===== src/rtl/calc_operand_loader_pkg.sv =====
// Shared calculator definitions: loader FSM states, opcode width, nibble slots.
package calc_operand_loader_pkg;

  localparam int unsigned OP_W   = 3;
  localparam int unsigned NIB_W  = 4;
  localparam int unsigned NUM_NIB = 4;

  // Nibble register slots, in key-entry order.
  localparam int unsigned NIB_A_HI = 0;
  localparam int unsigned NIB_A_LO = 1;
  localparam int unsigned NIB_B_HI = 2;
  localparam int unsigned NIB_B_LO = 3;

  typedef enum logic [2:0] {
    A_HI  = 3'd0,
    A_LO  = 3'd1,
    OP    = 3'd2,
    B_HI  = 3'd3,
    B_LO  = 3'd4,
    ISSUE = 3'd5,
    WAIT  = 3'd6
  } state_t;

endpackage


===== src/rtl/calc_operand_loader_nibble_reg.sv =====
// 4-bit register with load enable; synchronous clear wins over load.
module nibble_reg
  import calc_operand_loader_pkg::*;
(
  input  logic             clk,
  input  logic             rst,
  input  logic             clr,
  input  logic             ld,
  input  logic [NIB_W-1:0] d,
  output logic [NIB_W-1:0] q
);

  logic [NIB_W-1:0] q_q, q_d;

  // Next value: clear, else load, else hold.
  always_comb begin
    q_d = q_q;
    if (clr)     q_d = '0;
    else if (ld) q_d = d;
  end

  // Nibble storage.
  always_ff @(posedge clk or posedge rst) begin
    if (rst) q_q <= '0;
    else     q_q <= q_d;
  end

  assign q = q_q;

endmodule


===== src/rtl/calc_operand_loader.sv =====
// Keypad operand loader: assembles A, Op, B from nibble strobes, then issues
// a one-cycle valueEn and holds the operands until the calculator is done.
module calc_operand_loader
  import calc_operand_loader_pkg::*;
(
  input  logic            clk,
  input  logic            rst,
  input  logic [3:0]      key_in,
  input  logic            key_valid,
  input  logic            key_clr,
  input  logic            calc_done,
  output logic [7:0]      A,
  output logic [7:0]      B,
  output logic [OP_W-1:0] Op,
  output logic            valueEn,
  output logic            key_ready,
  output logic            err
);

  state_t state_q, state_d;
  logic [OP_W-1:0] op_q, op_d;
  logic err_q, err_d;
  logic ven_q, ven_d;
  logic [NUM_NIB-1:0] nib_ld;
  logic [NUM_NIB-1:0][NIB_W-1:0] nib_q;

  // Key acceptance is a pure state decode; keys outside entry states are dropped.
  assign key_ready = (state_q == A_HI) || (state_q == A_LO) || (state_q == OP) ||
                     (state_q == B_HI) || (state_q == B_LO);

  // Next state, opcode/err update and nibble load selects. Clear overrides keys.
  always_comb begin
    state_d = state_q;
    op_d    = op_q;
    err_d   = err_q;
    ven_d   = 1'b0;
    nib_ld  = '0;
    if (key_clr) begin
      state_d = A_HI;
      op_d    = '0;
      err_d   = 1'b0;
    end else begin
      case (state_q)
        A_HI: if (key_valid) begin nib_ld[NIB_A_HI] = 1'b1; state_d = A_LO; end
        A_LO: if (key_valid) begin nib_ld[NIB_A_LO] = 1'b1; state_d = OP;   end
        OP: if (key_valid) begin
          if (key_in[3]) begin
            err_d = 1'b1;
          end else begin
            op_d    = key_in[OP_W-1:0];
            err_d   = 1'b0;
            state_d = B_HI;
          end
        end
        B_HI: if (key_valid) begin nib_ld[NIB_B_HI] = 1'b1; state_d = B_LO; end
        // valueEn is registered, so it rises on the same edge that enters ISSUE.
        B_LO: if (key_valid) begin
          nib_ld[NIB_B_LO] = 1'b1;
          state_d          = ISSUE;
          ven_d            = 1'b1;
        end
        ISSUE:   state_d = WAIT;
        WAIT:    if (calc_done) state_d = A_HI;
        default: state_d = A_HI;
      endcase
    end
  end

  // FSM state, opcode, sticky error and load pulse registers.
  always_ff @(posedge clk or posedge rst) begin
    if (rst) begin
      state_q <= A_HI;
      op_q    <= '0;
      err_q   <= 1'b0;
      ven_q   <= 1'b0;
    end else begin
      state_q <= state_d;
      op_q    <= op_d;
      err_q   <= err_d;
      ven_q   <= ven_d;
    end
  end

  for (genvar i = 0; i < NUM_NIB; i++) begin : g_nib
    nibble_reg u_nib (
      .clk (clk),
      .rst (rst),
      .clr (key_clr),
      .ld  (nib_ld[i]),
      .d   (key_in),
      .q   (nib_q[i])
    );
  end

  assign A       = {nib_q[NIB_A_HI], nib_q[NIB_A_LO]};
  assign B       = {nib_q[NIB_B_HI], nib_q[NIB_B_LO]};
  assign Op      = op_q;
  assign err     = err_q;
  assign valueEn = ven_q;

endmodule


===== config.mk =====
export PLATFORM = sky130hd
export DESIGN_NAME = calc_operand_loader
export DESIGN_NICKNAME = d
export VERILOG_FILES = /design/src/rtl/calc_operand_loader_pkg.sv /design/src/rtl/calc_operand_loader_nibble_reg.sv /design/src/rtl/calc_operand_loader.sv
export SDC_FILE = /design/constraint.sdc
export NUM_CORES = 1
export LEC_CHECK = 0
export CELL_PAD_IN_SITES_DETAIL_PLACEMENT = 1
export CELL_PAD_IN_SITES_GLOBAL_PLACEMENT = 2
export CORE_MARGIN = 4
export CORE_UTILIZATION = 30
export CTS_CLUSTER_SIZE = 12
export DETAILED_ROUTE_END_ITERATION = 8
export PLACE_DENSITY_LB_ADDON = 0.3
export SLEW_MARGIN = 40
export SYNTH_ARGS = -nofsm -noshare
export SYNTH_HDL_FRONTEND = slang
export SYNTH_SLANG_ARGS = --single-unit

===== constraint.sdc =====
create_clock -name clk -period 2.1 [get_ports clk]
set_input_delay 0.42 -clock clk [delete_from_list [all_inputs] [get_ports clk]]
set_output_delay 0.42 -clock clk [all_outputs]
set_load 0.03 [all_outputs]

==> summary.txt <==
OUTCOME
--------------------------------------------------------------------------------------------------
Run status .......................................................................... finished clean

FLOORPLAN
--------------------------------------------------------------------------------------------------
Number of top-level design ports ....................................................           31
Site Rows ...........................................................................           22
Core region area ....................................................................   3720 sq um
Area of the die .....................................................................   5000 sq um
Die height .......................................................................... 70.7 microns
Effective utilization at floorplan ..................................................        31.7%
Horiz. Die Dim ...................................................................... 70.7 microns

TIMING
--------------------------------------------------------------------------------------------------
Total negative slack ................................................................         0 ns
Hold Slack ..........................................................................     0.487 ns
Total count of hold-check failures in the final report ..............................            0
Final Slew Violations ...............................................................            0
Time the worst path needs with I/O delays and setup .................................      1.92 ns
Maximum clock rate ..................................................................      522 MHz
Setup repair after global routing missed its margin .................................        false
Slew Limit Headroom .................................................................        74.6%
Share of the cycle needed by the critical path after routing ........................        91.2%
Setup slack of the critical path after layout .......................................     0.184 ns
Setup violation total in the final timing report ....................................            0
Transition at the pin with the smallest max-transition slack ........................     0.379 ns
Setup Skew ..........................................................................   0.00486 ns

CTS
--------------------------------------------------------------------------------------------------
Total of hold buffers inserted after clock tree synthesis ...........................            0
Root Buffer ......................................................................... sky130_fd_sc_hd__clkbuf_8
Clock transition time at the flip-flop clock pins of the worst setup and hold paths .      0.09 ns
TritonCTS clock tree ................................................................        built
Post-CTS Setup Repair Bufs ..........................................................            0
Clock latency at the later pin of the worst-skew pair ...............................      0.27 ns
Sinks on the clock net ..............................................................           24
Maximum level of the CTS H-tree .....................................................            1
Number of cells upsized or downsized after cts ......................................            0
Total CTS buffers ...................................................................            3
Maximum count of clock buffers along a single path ..................................            2

ROUTING
--------------------------------------------------------------------------------------------------
Number of remaining DRC errors ......................................................            0
Remaining antenna violation count after routing .....................................            0
Number of iterations in the first detailed-routing pass .............................            4
Vias after detailed routing .........................................................          779
WL/cell ............................................................................. 15.0 microns
Initial DRC count ...................................................................           16
Total length of routed wires ........................................................      2.59 mm
Vias per cell .......................................................................         4.53

FINAL LAYOUT
--------------------------------------------------------------------------------------------------
Share of final-layout standard cells stronger than drive strength 1 .................        21.8%
Final antenna diode count ...........................................................            0
Final layout net count ..............................................................          134
Signed area change from the synthesized netlist to the final layout .................        36.1%
Post-layout util ....................................................................        43.2%
Filler Cells Inserted ...............................................................          412
Final cell count without fillers ....................................................          172
Area of all placed cells without fillers ............................................   1600 sq um

PLACED DESIGN
--------------------------------------------------------------------------------------------------
Routability congestion estimate from global placement ...............................        0.717
Number of placed instances, taps included ...........................................          168
Number of input and output port buffers inserted ....................................           30
Post-detailed-placement cell area ...................................................   1530 sq um
Half-perimeter wire length of the detailed placement result .........................      1.84 mm
Worst setup slack after placement ...................................................     0.255 ns

GLOBAL ROUTE
--------------------------------------------------------------------------------------------------
Combined global-route utilization of all metal layers ...............................        11.0%
Met3 usage in global routing ........................................................        2.41%
Global-route wire length before repair ..............................................      4.29 mm
Via count of the first global-routing pass ..........................................          806
Met1 usage ..........................................................................        16.5%
Initial antenna violation count .....................................................            0
Met2 track demand over resource in global routing ...................................        15.0%
Final global-route overflow total ...................................................            0
Layer with the highest usage ........................................................         met1
Maximum number of pins on one net before global-route repair ........................           25

RUN
--------------------------------------------------------------------------------------------------
Max capacitance violation total .....................................................            0

CRITICAL PATH
--------------------------------------------------------------------------------------------------
Top Family by Delay on Critical Path ................................................ buffers and inverters
Count of cells along the worst register-to-register path ............................            4
Flop2flop setup slack ...............................................................      0.68 ns
CP bufs+invs ........................................................................            1
Critical path endpoint category ..................................................... primary output
Startpoint type of the worst setup path .............................................         flop
Endpoint of the worst register-to-register path .....................................        Op[2]
Cell with the largest stage delay on the worst path ................................. sky130_fd_sc_hd__clkdlybuf4s50_1
Critical Path AT ....................................................................      1.50 ns
WS Path Type ........................................................................ flop to primary output
Crit-path cells ..................................................................... o21ai_0 > clkdlybuf4s50_1
Start of the worst register-to-register path ........................................   state_q[2]
Maximum fanout encountered on the critical timing path ..............................            2
Stage delay of the slowest cell on the critical path ................................      0.70 ns
Required arrival time at the worst endpoint .........................................      1.68 ns

SYNTHESIS
--------------------------------------------------------------------------------------------------
Number of distinct library cells after synthesis ....................................           23
Total nets after synthesis ..........................................................          100
Sequential element share of the synthesized area ....................................        51.0%
Mapped cell area ....................................................................   1180 sq um
Average size of a mapped cell .......................................................   13.0 sq um
Number of instances in the synthesized netlist ......................................           91
Warning count from the yosys run ....................................................            0
Count of state elements after synthesis .............................................           24

HOLD PATH
--------------------------------------------------------------------------------------------------
Worst hold-check path type .......................................................... input pin to asynchronous set/reset pin

POWER
--------------------------------------------------------------------------------------------------
Largest vdd supply drop .............................................................     0.268 mV
Leakage power .......................................................................     0.728 nW
Total net switching power ...........................................................     0.255 mW
Post-layout total power .............................................................      1.08 mW
Internal cell power .................................................................     0.823 mW
Net switching fraction of the power .................................................        23.7%
Reg power frac ......................................................................        45.5%
Areal power density over the cells ..................................................  672 nW/um^2
Part of the total power dissipated in combinational logic ...........................        16.7%
Clock share of power ................................................................        37.8%

worst max-delay path by stage:
stage | from | to | slack (ns) | depth (start not counted)
floorplan | state_q[1] | key_ready | 0.50 | 2
global placement | key_valid | g_nib[2].u_nib.q[3] | 0.27 | 4
detailed placement | key_valid | Op[0] | 0.26 | 4
CTS | state_q[1] | key_ready | 0.15 | 2
global route | state_q[1] | key_ready | 0.11 | 2
finish | state_q[1] | key_ready | 0.18 | 2
layer usage:
metal,routed length [microns],up-vias
li1,-,375
met1,1360,377
met2,1080,22
met3,106,5
met4,41,0
met5,0,-
layout by cell type (no fill, tap or decap), types with 2 or more instances in the layout:
| master | synthesis | routed |
|---|---|---|
| sky130_fd_sc_hd__clkbuf_8 | 0 | 3 |
| sky130_fd_sc_hd__clkdlybuf4s50_1 | 0 | 30 |
| sky130_fd_sc_hd__dfrtp_1 | 24 | 24 |
| sky130_fd_sc_hd__mux2i_1 | 10 | 10 |
| sky130_fd_sc_hd__nand2_1 | 3 | 3 |
| sky130_fd_sc_hd__a21oi_1 | 3 | 3 |
| sky130_fd_sc_hd__and4bb_4 | 2 | 2 |
| sky130_fd_sc_hd__nor2_1 | 11 | 11 |
| sky130_fd_sc_hd__buf_4 | 1 | 4 |
| sky130_fd_sc_hd__nor2b_1 | 6 | 6 |
| sky130_fd_sc_hd__mux2_4 | 10 | 10 |
| sky130_fd_sc_hd__o21ai_0 | 4 | 4 |
| sky130_fd_sc_hd__and2b_1 | 2 | 2 |
power groups by stage:
stage,Combinational (mW),Sequential [mW],Clock (mW)
after floorplan,0.0810,0.529,0
after global placement,0.179,0.500,0
after detailed placement,0.182,0.501,0
after CTS,0.183,0.491,0.421
after global routing,0.192,0.494,0.451
final,0.180,0.490,0.408
area by class of cell:
type,count,area [sq um],share of cell area [%]
sequential,24,601,37.4
multi-input combinational,60,518,32.3
clock inverter,1,30.0,1.87
timing repair buffer,35,350,21.8
tap,48,60.1,3.74
inverter,1,3.75,0.234
clock buffer,3,41.3,2.57
Yosys cell counts, drive strengths merged:
library cell / number / area share [%]
a21oi: 3 / 1.3
and2b: 2 / 1.3
and4bb: 3 / 3.8
buf: 5 / 4.5
clkbuf: 1 / 0.32
dfrtp: 24 / 51
inv: 1 / 0.32
mux2: 10 / 13
mux2i: 10 / 8.5
nand2: 3 / 0.96
nand2b: 1 / 1.2
nand3: 1 / 0.42
nand3b: 1 / 0.64
nand4b: 1 / 0.74
nor2: 13 / 5.0
nor2b: 6 / 3.2
nor4b: 1 / 2.0
o21ai: 4 / 1.7
or2: 1 / 0.53
cell families (layout without fill, tap and decap cells):
group	after synthesis	count (layout)	share of synthesized area (%)
AND/OR/NAND/NOR	33	33	19.7
AO/OA/AOI/OAI	7	7	2.97
buffers and inverters	7	40	5.09
flip-flops	24	24	51.0
multiplexers	20	20	21.2
state kept, by name, summed over array words and instances (netlist names):
name           cells
valueEn            1
Op                 3
g_nib.u_nib.q     16
err                1
state_q            3
worst register-to-register path, stage by stage, from the launching register on:
cell and delay (ns):
sky130_fd_sc_hd__dfrtp_1 0.39, sky130_fd_sc_hd__buf_4 0.17, sky130_fd_sc_hd__and4bb_4 0.37, sky130_fd_sc_hd__nand2b_4 0.08
sky130_fd_sc_hd__mux2_4 0.30
No activity file was read; power rests on OpenSTA's default activity.
